### src/rtl/alu_issue_pkg.sv
//------------------------------------------------------------------------------
// Module   : alu_issue_pkg
// Brief    : Alu op encodings, MIPS opcode/funct constants and decode helper.
// Revision : 1.0
//------------------------------------------------------------------------------
`default_nettype none

package alu_issue_pkg;

    typedef enum logic [2:0] {
        c_op_and = 3'b000,
        c_op_or  = 3'b001,
        c_op_add = 3'b010,
        c_op_nor = 3'b100,
        c_op_xor = 3'b101,
        c_op_sub = 3'b110
    } alu_op_e;

    // Second-operand source selector
    typedef enum logic [1:0] {
        c_bsel_zero = 2'b00,
        c_bsel_rt   = 2'b01,
        c_bsel_sext = 2'b10,
        c_bsel_zext = 2'b11
    } b_sel_e;

    localparam logic c_sgn_signed   = 1'b1;
    localparam logic c_sgn_unsigned = 1'b0;

    localparam logic [5:0] c_opc_rtype = 6'h00;
    localparam logic [5:0] c_opc_addi  = 6'h08;
    localparam logic [5:0] c_opc_addiu = 6'h09;
    localparam logic [5:0] c_opc_slti  = 6'h0A;
    localparam logic [5:0] c_opc_sltiu = 6'h0B;
    localparam logic [5:0] c_opc_andi  = 6'h0C;
    localparam logic [5:0] c_opc_ori   = 6'h0D;
    localparam logic [5:0] c_opc_xori  = 6'h0E;

    localparam logic [5:0] c_fn_add  = 6'h20;
    localparam logic [5:0] c_fn_addu = 6'h21;
    localparam logic [5:0] c_fn_sub  = 6'h22;
    localparam logic [5:0] c_fn_subu = 6'h23;
    localparam logic [5:0] c_fn_and  = 6'h24;
    localparam logic [5:0] c_fn_or   = 6'h25;
    localparam logic [5:0] c_fn_xor  = 6'h26;
    localparam logic [5:0] c_fn_nor  = 6'h27;
    localparam logic [5:0] c_fn_slt  = 6'h2A;
    localparam logic [5:0] c_fn_sltu = 6'h2B;

    typedef struct packed {
        alu_op_e op;
        logic    unsig;
        logic    slt;
        logic    trap_en;
        logic    illegal;
        b_sel_e  b_sel;
    } decode_t;

    function automatic decode_t mk_dec(input alu_op_e op, input logic unsig,
                                       input logic slt, input b_sel_e b_sel);
        decode_t d;
        d.op      = op;
        d.unsig   = unsig;
        d.slt     = slt;
        d.trap_en = (unsig == c_sgn_signed) && !slt &&
                    ((op == c_op_add) || (op == c_op_sub));
        d.illegal = 1'b0;
        d.b_sel   = b_sel;
        return d;
    endfunction

    function automatic decode_t decode(input logic [5:0] opcode, input logic [5:0] funct);
        decode_t d;
        d = '{op: c_op_and, unsig: c_sgn_unsigned, slt: 1'b0, trap_en: 1'b0,
              illegal: 1'b1, b_sel: c_bsel_zero};
        if (opcode == c_opc_rtype) begin
            case (funct)
                c_fn_add:  d = mk_dec(c_op_add, c_sgn_signed,   1'b0, c_bsel_rt);
                c_fn_addu: d = mk_dec(c_op_add, c_sgn_unsigned, 1'b0, c_bsel_rt);
                c_fn_sub:  d = mk_dec(c_op_sub, c_sgn_signed,   1'b0, c_bsel_rt);
                c_fn_subu: d = mk_dec(c_op_sub, c_sgn_unsigned, 1'b0, c_bsel_rt);
                c_fn_and:  d = mk_dec(c_op_and, c_sgn_unsigned, 1'b0, c_bsel_rt);
                c_fn_or:   d = mk_dec(c_op_or,  c_sgn_unsigned, 1'b0, c_bsel_rt);
                c_fn_xor:  d = mk_dec(c_op_xor, c_sgn_unsigned, 1'b0, c_bsel_rt);
                c_fn_nor:  d = mk_dec(c_op_nor, c_sgn_unsigned, 1'b0, c_bsel_rt);
                c_fn_slt:  d = mk_dec(c_op_sub, c_sgn_signed,   1'b1, c_bsel_rt);
                c_fn_sltu: d = mk_dec(c_op_sub, c_sgn_unsigned, 1'b1, c_bsel_rt);
                default:   ;
            endcase
        end else begin
            case (opcode)
                c_opc_addi:  d = mk_dec(c_op_add, c_sgn_signed,   1'b0, c_bsel_sext);
                c_opc_addiu: d = mk_dec(c_op_add, c_sgn_unsigned, 1'b0, c_bsel_sext);
                c_opc_slti:  d = mk_dec(c_op_sub, c_sgn_signed,   1'b1, c_bsel_sext);
                c_opc_sltiu: d = mk_dec(c_op_sub, c_sgn_unsigned, 1'b1, c_bsel_sext);
                c_opc_andi:  d = mk_dec(c_op_and, c_sgn_unsigned, 1'b0, c_bsel_zext);
                c_opc_ori:   d = mk_dec(c_op_or,  c_sgn_unsigned, 1'b0, c_bsel_zext);
                c_opc_xori:  d = mk_dec(c_op_xor, c_sgn_unsigned, 1'b0, c_bsel_zext);
                default:     ;
            endcase
        end
        return d;
    endfunction

endpackage

`default_nettype wire

### src/rtl/alu_issue_alu.sv
//------------------------------------------------------------------------------
// Module   : alu_issue_alu
// Brief    : 32-bit combinational Alu with compare and signed-overflow flags.
// Revision : 1.0
//------------------------------------------------------------------------------
`default_nettype none

module alu_issue_alu
    import alu_issue_pkg::*;
(
    input  logic [31:0] i_a,
    input  logic [31:0] i_b,
    input  alu_op_e     i_op,
    input  logic        i_unsig,
    output logic [31:0] o_aluout,
    output logic        o_compout,
    output logic        o_overflow
);

    logic [31:0] w_sum;
    logic [31:0] w_diff;

    always_comb begin
        w_sum      = i_a + i_b;
        w_diff     = i_a - i_b;
        o_aluout   = '0;
        o_overflow = 1'b0;
        case (i_op)
            c_op_and: o_aluout = i_a & i_b;
            c_op_or:  o_aluout = i_a | i_b;
            c_op_nor: o_aluout = ~(i_a | i_b);
            c_op_xor: o_aluout = i_a ^ i_b;
            c_op_add: begin
                o_aluout   = w_sum;
                o_overflow = (i_a[31] == i_b[31]) && (w_sum[31] != i_a[31]);
            end
            c_op_sub: begin
                o_aluout   = w_diff;
                o_overflow = (i_a[31] != i_b[31]) && (w_diff[31] != i_a[31]);
            end
            default: ;
        endcase
        // i_unsig high selects a signed compare
        o_compout = i_unsig ? ($signed(i_a) < $signed(i_b)) : (i_a < i_b);
    end

endmodule

`default_nettype wire

### src/rtl/alu_issue.sv
//------------------------------------------------------------------------------
// Module   : alu_issue
// Brief    : Two-stage MIPS ALU issue pipeline with retired/trap counters.
// Revision : 1.0
//------------------------------------------------------------------------------
`default_nettype none

module alu_issue
    import alu_issue_pkg::*;
#(
    parameter int CNT_W = 16
) (
    input  logic             clk,
    input  logic             rst_n,
    input  logic             in_valid,
    output logic             in_ready,
    input  logic [5:0]       opcode,
    input  logic [5:0]       funct,
    input  logic [31:0]      rs_val,
    input  logic [31:0]      rt_val,
    input  logic [15:0]      imm,
    output logic             out_valid,
    input  logic             out_ready,
    output logic [31:0]      result,
    output logic             ovf_trap,
    output logic             illegal,
    output logic [CNT_W-1:0] retired_cnt,
    output logic [CNT_W-1:0] trap_cnt
);

    decode_t     w_dec;
    logic [31:0] w_a;
    logic [31:0] w_b;

    always_comb begin
        w_dec = decode(opcode, funct);
        w_a   = w_dec.illegal ? 32'h0 : rs_val;
        case (w_dec.b_sel)
            c_bsel_rt:   w_b = rt_val;
            c_bsel_sext: w_b = {{16{imm[15]}}, imm};
            c_bsel_zext: w_b = {16'h0, imm};
            default:     w_b = 32'h0;
        endcase
    end

    logic        r_s1_valid;
    alu_op_e     r_s1_op;
    logic        r_s1_unsig;
    logic        r_s1_slt;
    logic        r_s1_trap_en;
    logic        r_s1_illegal;
    logic [31:0] r_s1_a;
    logic [31:0] r_s1_b;

    logic        r_s2_valid;
    logic [31:0] r_result;
    logic        r_ovf_trap;
    logic        r_illegal;
    logic [CNT_W-1:0] r_retired;
    logic [CNT_W-1:0] r_trap;

    logic        w_s2_free;
    logic        w_in_fire;
    logic        w_out_fire;
    logic [31:0] w_aluout;
    logic        w_compout;
    logic        w_overflow;

    assign w_s2_free  = !r_s2_valid || out_ready;
    assign in_ready   = !r_s1_valid || w_s2_free;
    assign w_in_fire  = in_valid && in_ready;
    assign w_out_fire = r_s2_valid && out_ready;

    always_ff @(posedge clk) begin
        if (!rst_n) begin
            r_s1_valid   <= 1'b0;
            r_s1_op      <= c_op_and;
            r_s1_unsig   <= 1'b0;
            r_s1_slt     <= 1'b0;
            r_s1_trap_en <= 1'b0;
            r_s1_illegal <= 1'b0;
            r_s1_a       <= '0;
            r_s1_b       <= '0;
        end else if (in_ready) begin
            r_s1_valid <= in_valid;
            if (w_in_fire) begin
                r_s1_op      <= w_dec.op;
                r_s1_unsig   <= w_dec.unsig;
                r_s1_slt     <= w_dec.slt;
                r_s1_trap_en <= w_dec.trap_en;
                r_s1_illegal <= w_dec.illegal;
                r_s1_a       <= w_a;
                r_s1_b       <= w_b;
            end
        end
    end

    alu_issue_alu u_alu (
        .i_a        (r_s1_a),
        .i_b        (r_s1_b),
        .i_op       (r_s1_op),
        .i_unsig    (r_s1_unsig),
        .o_aluout   (w_aluout),
        .o_compout  (w_compout),
        .o_overflow (w_overflow)
    );

    always_ff @(posedge clk) begin
        if (!rst_n) begin
            r_s2_valid <= 1'b0;
            r_result   <= '0;
            r_ovf_trap <= 1'b0;
            r_illegal  <= 1'b0;
        end else if (w_s2_free) begin
            r_s2_valid <= r_s1_valid;
            if (r_s1_valid) begin
                r_result   <= r_s1_slt ? {31'b0, w_compout} : w_aluout;
                r_ovf_trap <= w_overflow && r_s1_trap_en;
                r_illegal  <= r_s1_illegal;
            end
        end
    end

    // Counters saturate at all-ones
    always_ff @(posedge clk) begin
        if (!rst_n) begin
            r_retired <= '0;
            r_trap    <= '0;
        end else if (w_out_fire) begin
            if (r_retired != {CNT_W{1'b1}})
                r_retired <= r_retired + CNT_W'(1);
            if ((r_ovf_trap || r_illegal) && (r_trap != {CNT_W{1'b1}}))
                r_trap <= r_trap + CNT_W'(1);
        end
    end

    assign out_valid   = r_s2_valid;
    assign result      = r_result;
    assign ovf_trap    = r_ovf_trap;
    assign illegal     = r_illegal;
    assign retired_cnt = r_retired;
    assign trap_cnt    = r_trap;

endmodule

`default_nettype wire
### config.mk
export PLATFORM = sky130hd
export DESIGN_NAME = alu_issue
export DESIGN_NICKNAME = d
export VERILOG_FILES = /design/src/rtl/alu_issue_pkg.sv /design/src/rtl/alu_issue_alu.sv /design/src/rtl/alu_issue.sv
export SDC_FILE = /design/constraint.sdc
export NUM_CORES = 1
export LEC_CHECK = 0
export CORE_MARGIN = 1.5
export CORE_UTILIZATION = 56
export CTS_CLUSTER_SIZE = 30
export DETAILED_ROUTE_END_ITERATION = 10
export HOLD_SLACK_MARGIN = 0.05
export PLACE_DENSITY = 0.78
export SLEW_MARGIN = 20
export SYNTH_ARGS = -nofsm -noshare
export SYNTH_HDL_FRONTEND = slang
export SYNTH_SLANG_ARGS = --single-unit
### constraint.sdc
create_clock -name clk -period 3.97 [get_ports clk]
set_input_delay 0.794 -clock clk [delete_from_list [all_inputs] [get_ports clk]]
set_output_delay 0.794 -clock clk [all_outputs]
set_load 0.02 [all_outputs]
# ---- Word-level counts from Yosys, hierarchy flattened
# Index checks and enable logic that the tools add are counted.
# W data, S select, Z words.
dict set report classes {
  n_bitwise 4
  n_mul 0
  n_eq_ne 31
  n_div 0
  shifts 0
  magnitude_cmp 2
  add_sub_neg 4
  muxes 9
  reduce_logical 17
}
# operator count
set ops {}
lappend ops {{$pmux W32 S6} 1}
lappend ops {{$pmux W32 S3} 1}
lappend ops {{$pmux W9 S10} 1}
lappend ops {{$lt A32 B32 Y1} 2}
lappend ops {{$mux W32} 2}
lappend ops {{$pmux W9 S7} 1}
lappend ops {{$eq A6 B6 Y1 const B} 10}
lappend ops {{$eq A6 B4 Y1 const B} 7}
lappend ops {{$add A16 B1 Y16 const B} 2}
lappend ops {{$add A32 B32 Y32} 1}
lappend ops {{$and A32 B32 Y32} 1}
lappend ops {{$ne A16 B16 Y1 const B} 2}
lappend ops {{$not A32 Y32} 1}
lappend ops {{$or A32 B32 Y32} 1}
lappend ops {{$sub A32 B32 Y32} 1}
lappend ops {{$xor A32 B32 Y32} 1}
lappend ops {{$eq A3 B3 Y1 const B} 3}
lappend ops {{$mux W9} 1}
lappend ops {{$reduce_and A2 Y1} 4}
lappend ops {{$logic_and A1 B1 Y1} 6}
lappend ops {{$logic_not A6 Y1} 1}
lappend ops {{$eq A2 B2 Y1 const B} 2}
lappend ops {{$eq A3 B1 Y1 const B} 1}
lappend ops {{$eq A3 B2 Y1 const B} 1}
lappend ops {{other kinds (8)} 13}
dict set report word_totals {
  inputBits 96
  mem_bits_ro 0
  n_memories 0
  latch_bits 0
  regBits 139
  elab_cells 81
  ramBits 0
}

# ---- Longest topological paths before layout
dict set report logic_depth {
  depth_word 5
  mapped_depth 14
  depth_no_buf 14
}

# ---- By module
# From an unflattened synthesis, not the netlist that was laid out.
dict set report unflattened {
  cells_unflattened 1482
  area_unflattened_um2 11568.6
}
# module seq_area_each_um2 instances area_each_um2 cells_each
set by_module_without_submodules {}
lappend by_module_without_submodules {alu_issue_alu 0.0 1 5826.8 870}
lappend by_module_without_submodules {alu_issue 2782.7 1 5741.8 612}

# ---- Worst setup path before layout
# No wires, ideal clock.
dict set report synth_path {
  kind {reg-to-reg}
  start {reg r_s1_a[1]}
  end {reg r_result[25], in the netlist result[25]}
  n_path_buf 0
  t_arrival_ps 2678
  path_stages_with_launch 13
  setup_time_ps 117
  required_ps 3853
  setup_slack_ps 1175
  path_cell_list {dfxtp_1 -> inv_1 -> ha_1 -> o21bai_1 -> a21oi_2 -> nor4b_1 -> or2_4 -> o41ai_4 -> o31a_4 -> o31a_2 -> a21oi_1 -> o21ai_0 -> a22o_1}
}
dict set report synth_via {
  elab_chain_cells 3
  word_cells_on_any_way 4
  classes_between {add/sub (2); mux (2)}
}
# item line
set synth_rtl {}
lappend synth_rtl {{from (decl)} alu_issue.sv:52} ;# logic [31:0] r_s1_a;
lappend synth_rtl {{from (signal assigned)} alu_issue.sv:92} ;# r_s1_a <= w_a;
lappend synth_rtl {{$sub A32 B32 Y32 / $add A32 B32 Y32 (equally long branches)} {alu_issue_alu.sv:25, alu_issue_alu.sv:24}}
lappend synth_rtl {{$pmux W32 S6 *} alu_issue_alu.sv:28} ;# case (i_op)
lappend synth_rtl {{$mux W32 *} alu_issue.sv:117} ;# r_result <= r_s1_slt ? {31'b0, w_compout} : w_aluout;
lappend synth_rtl {{to (signal assigned)} alu_issue.sv:117}
lappend synth_rtl {{to (decl)} alu_issue.sv:56} ;# logic [31:0] r_result;
# Every way passes the cells marked *; elsewhere a longest branch is shown, timed or not.
# A chain may end at the register's enable or synchronous reset.

# ---- Final worst setup path
dict set report layout_path {
  start {reg r_s1_a[0]}
  end {reg r_result[28], in the netlist result[28]}
}
# The elaborated chain is that of the path after synthesis.

==> metrics.md <==
| Metric | Value |
|---|---|
| Status | finished, final reports clean |
| Startpoint Class | flip-flop |
| Non-Filler Instances | 1783 |
| # Post-CTS Setup Buffers | 0 |
| Worst EP arrival | 3.85 ns |
| Hold-fix buffers at CTS | 0 |
| Overflow after GRT | 0 |
| Clock Latency Late Sink | 0.44 ns |
| Final setup viols | 0 |
| DIE HEIGHT | 141 um |
| Post-layout util | 0.705 |
| Tcrit/Tclk final | 0.875 |
| Fill count | 1554 |
| Total CTS buffers | 17 |
| HP Class | flip-flop to flip-flop |
| Flop pwr share | 0.372 |
| Unrepaired setup endpoints after global routing | no |
| Placed inst area | 12500 um2 |
| Starting Density | 0.572 |
| CP cell instances | ha_1, inv_1, fa_1, nor2b_1, o2111ai_1, a31oi_1, o22ai_1, o31ai_1, buf_4, a21oi_1, o21bai_1, a21oi_1, or4_1, nand3_1 |
| Lkg Pwr | 4.80 nW |
| Fin Setup TNS | 0 ns |
| Unique masters post-synth | 80 |
| Most used cell, CP | a21oi_1 |
| Post-CTS sizing | 0 |
| Area contributors post-synth | dfxtp_1 (26%), ha_1 (12%), a21oi_1 (6.9%) |
| Core area | 18700 um2 |
| Share of synthesized registers carrying an async set or reset | 0 |
| Reg2reg start | r_s1_a[0] |
| Sink Count | 139 |
| Number of port buffers | 163 |
| Cell Rows | 50 |
| Max-slew headroom | 0.204 |
| Clock tree root driver cell | clkbuf_16 |
| Antenna-violating nets left | 0 |
| First-pass GRT wire length | 53.9 mm |
| Logic pwr share | 0.179 |
| CP Class | flip-flop to flip-flop |
| Slew Viols, Final | 0 |
| Number of global-route vias before repair | 10500 |
| Endpoint class of the critical path | flip-flop |
| Initial antenna violation count | 2 |
| Post-synthesis sequential area ratio | 0.260 |
| Clock share of power | 0.449 |
| Via/cell ratio | 6.30 |
| Post-Syn Instances | 1412 |
| Pin slew with the least headroom to its limit | 1.19 ns |
| Gpl congestion | 1.01 |
| Post-synth EDFFs | 0 |
| Dominant cell type by area after synthesis | dfxtp_1 |
| Final Power | 3.95 mW |
| Max Fclk | 0.288 GHz |
| DRT Pass-1 Iters | 7 |
| TritonCTS clock tree | built |
| Final hold slack | 0.466 ns |
| WL/cell | 19.0 um |
| Worst path max stage delay | 0.44 ns |
| Slowest CP cell | fa_1 |
| Cell area after layout | 13200 um2 |
| VDD IR max | 0.294 mV |
| Commonest cells in the synthesized netlist | nor2_1 (186), a21oi_1 (148), dfxtp_1 (139) |
| Post-Syn Area | 10700 um2 |
| Die W | 141 um |
| Synthesis warning total | 0 |
| Initial DRC Count | 1391 |
| Clock skew | 0.0105 ns |
| P&R area growth vs syn | 23.2% |
| Final worst slack | 0.497 ns |
| Crit path to | result[28] |
| Flop2flop setup slack | 0.50 ns |
| Post-Place Worst Slack | 0.614 ns |
| I/O pins | 164 |
| Net Sw Frac | 0.299 |
| Total Routing Usage GR | 0.338 |
| Synth top area share | 0.260 |
| Setup crit start | r_s1_a[0] |
| CP Max Fanout | 4 |
| Worst r2r path cells | 14 |
| Top_reg_cell synth | dfxtp_1 |
| Total of max-cap violations | 0 |
| Required @ worst endpoint | 4.35 ns |
| Pin count of the biggest net entering global routing | 110 |
| Drt drc | 0 |
| Minimum clock period | 3.47 ns |
| Power per cell area | 300 nW/um2 |
| WL final | 33.8 mm |
| Die ar. | 19900 um2 |
| Multi-input logic area | 7180 um2 |
| Syn avg cell area | 7.58 um2 |
| Layout Nets | 1738 |
| Final hold violation count | 0 |
| Via count | 11200 |
| Total area of sequential cells | 2790 um2 |
| Layout cells sized above 1 | 0.0724 |
| Syn Nets | 1616 |
| Switch Pwr | 1.18 mW |
| Most numerous cell in the Yosys netlist | nor2_1 |
| Pint | 2.77 mW |
| R2r endpoint | result[28] |
| Htree depth | 4 |
| Yosys reg bits | 139 |
| Reg clk slew, reported paths | 0.07 ns |
| Post-DP HPWL | 24.1 mm |
| Clk buf depth | 2 |
| Cell count after placement | 1749 |
==> worst min path at each step <==
stage                 start         end  depth (start not counted)
3_3_place_gp     result[22]  result[22]                          2
2_1_floorplan  r_s1_illegal     illegal                          2
6_report         result[19]  result[19]                          2
4_1_cts          result[17]  result[17]                          2
3_5_place_dp     result[17]  result[17]                          2
5_1_grt          result[19]  result[19]                          2
==> sequential cells by signal, indices dropped and copies added (netlist names) <==
register / count
ovf_trap: 1
r_s1_slt: 1
r_s1_illegal: 1
r_s1_unsig: 1
illegal: 1
r_s1_a: 32
result: 32
r_s1_b: 32
retired_cnt: 16
r_s1_op: 3
r_s1_valid: 1
trap_cnt: 16
r_s1_trap_en: 1
out_valid: 1
==> worst max-delay path: cells and delay by family, from the launching register on <==
| family | cells | cell delay [ns] |
|---|---|---|
| AOI/OAI and AO/OA | 7 | 1.37 |
| and+or+nand+nor | 3 | 0.75 |
| adders and majority gates | 2 | 0.68 |
| DFF | 1 | 0.35 |
| buffers and inverters | 2 | 0.25 |
==> logic make-up (layout without fill, tap and decap cells) <==
kind of cell,after synthesis,after routing,synth area share
AO/OA/AOI/OAI,490,490,0.305
AND/OR/NAND/NOR,402,402,0.169
buffers and inverters,197,332,0.0706
flip-flops,139,139,0.260
adder cells (fa/ha/maj),108,108,0.128
XOR/XNOR,44,44,0.0360
multiplexers,32,32,0.0320
other,0,2,0
==> layout make-up <==
class                           instances  area share
Clock inverter                         15      0.0165
Inverter                              108      0.0308
Antenna cell                            2    0.000380
Sequential cell                       139       0.211
Timing Repair Buffer                  192       0.142
Multi-Input combinational cell       1076       0.544
Tap cell                              234      0.0222
Clock buffer                           17      0.0323
==> metal layers <==
layer / routed length, um / GRT usage
met1: 14500 / 0.443
met2: 15400 / 0.548
met3: 2960 / 0.0710
met4: 881 / 0.125
met5: 0 / 0
==> placed cells by master (no fill, tap or decap), drive strengths merged, types with 9 or more instances in the layout <==
master	netlist	layout
a211oi	46	46
a21o	10	10
a21oi	151	151
a221oi	20	20
a22oi	51	51
a31oi	16	16
buf	21	29
clkbuf	68	17
clkdlybuf4s50	0	163
dfxtp	139	139
ha	106	106
inv	108	118
mux2	18	18
mux2i	14	14
nand2	86	86
nand2b	10	10
nand3	26	26
nand4	15	15
nor2	186	186
nor2b	14	14
nor3	25	25
o211ai	10	10
o21ai	85	85
o21bai	15	15
o22ai	10	10
o31ai	13	13
or3	9	9
xnor2	29	29
xor2	15	15
==> power by group through the flow <==
stage	Sequential (mW)	Combinational, mW	Clock (mW)
floorplan	1.49	0.429	0
global placement	1.50	0.680	0
detailed placement	1.50	0.686	0
CTS	1.47	0.692	1.79
global route	1.47	0.762	1.85
finish	1.47	0.708	1.78
No activity file was read; power rests on OpenSTA's default activity.
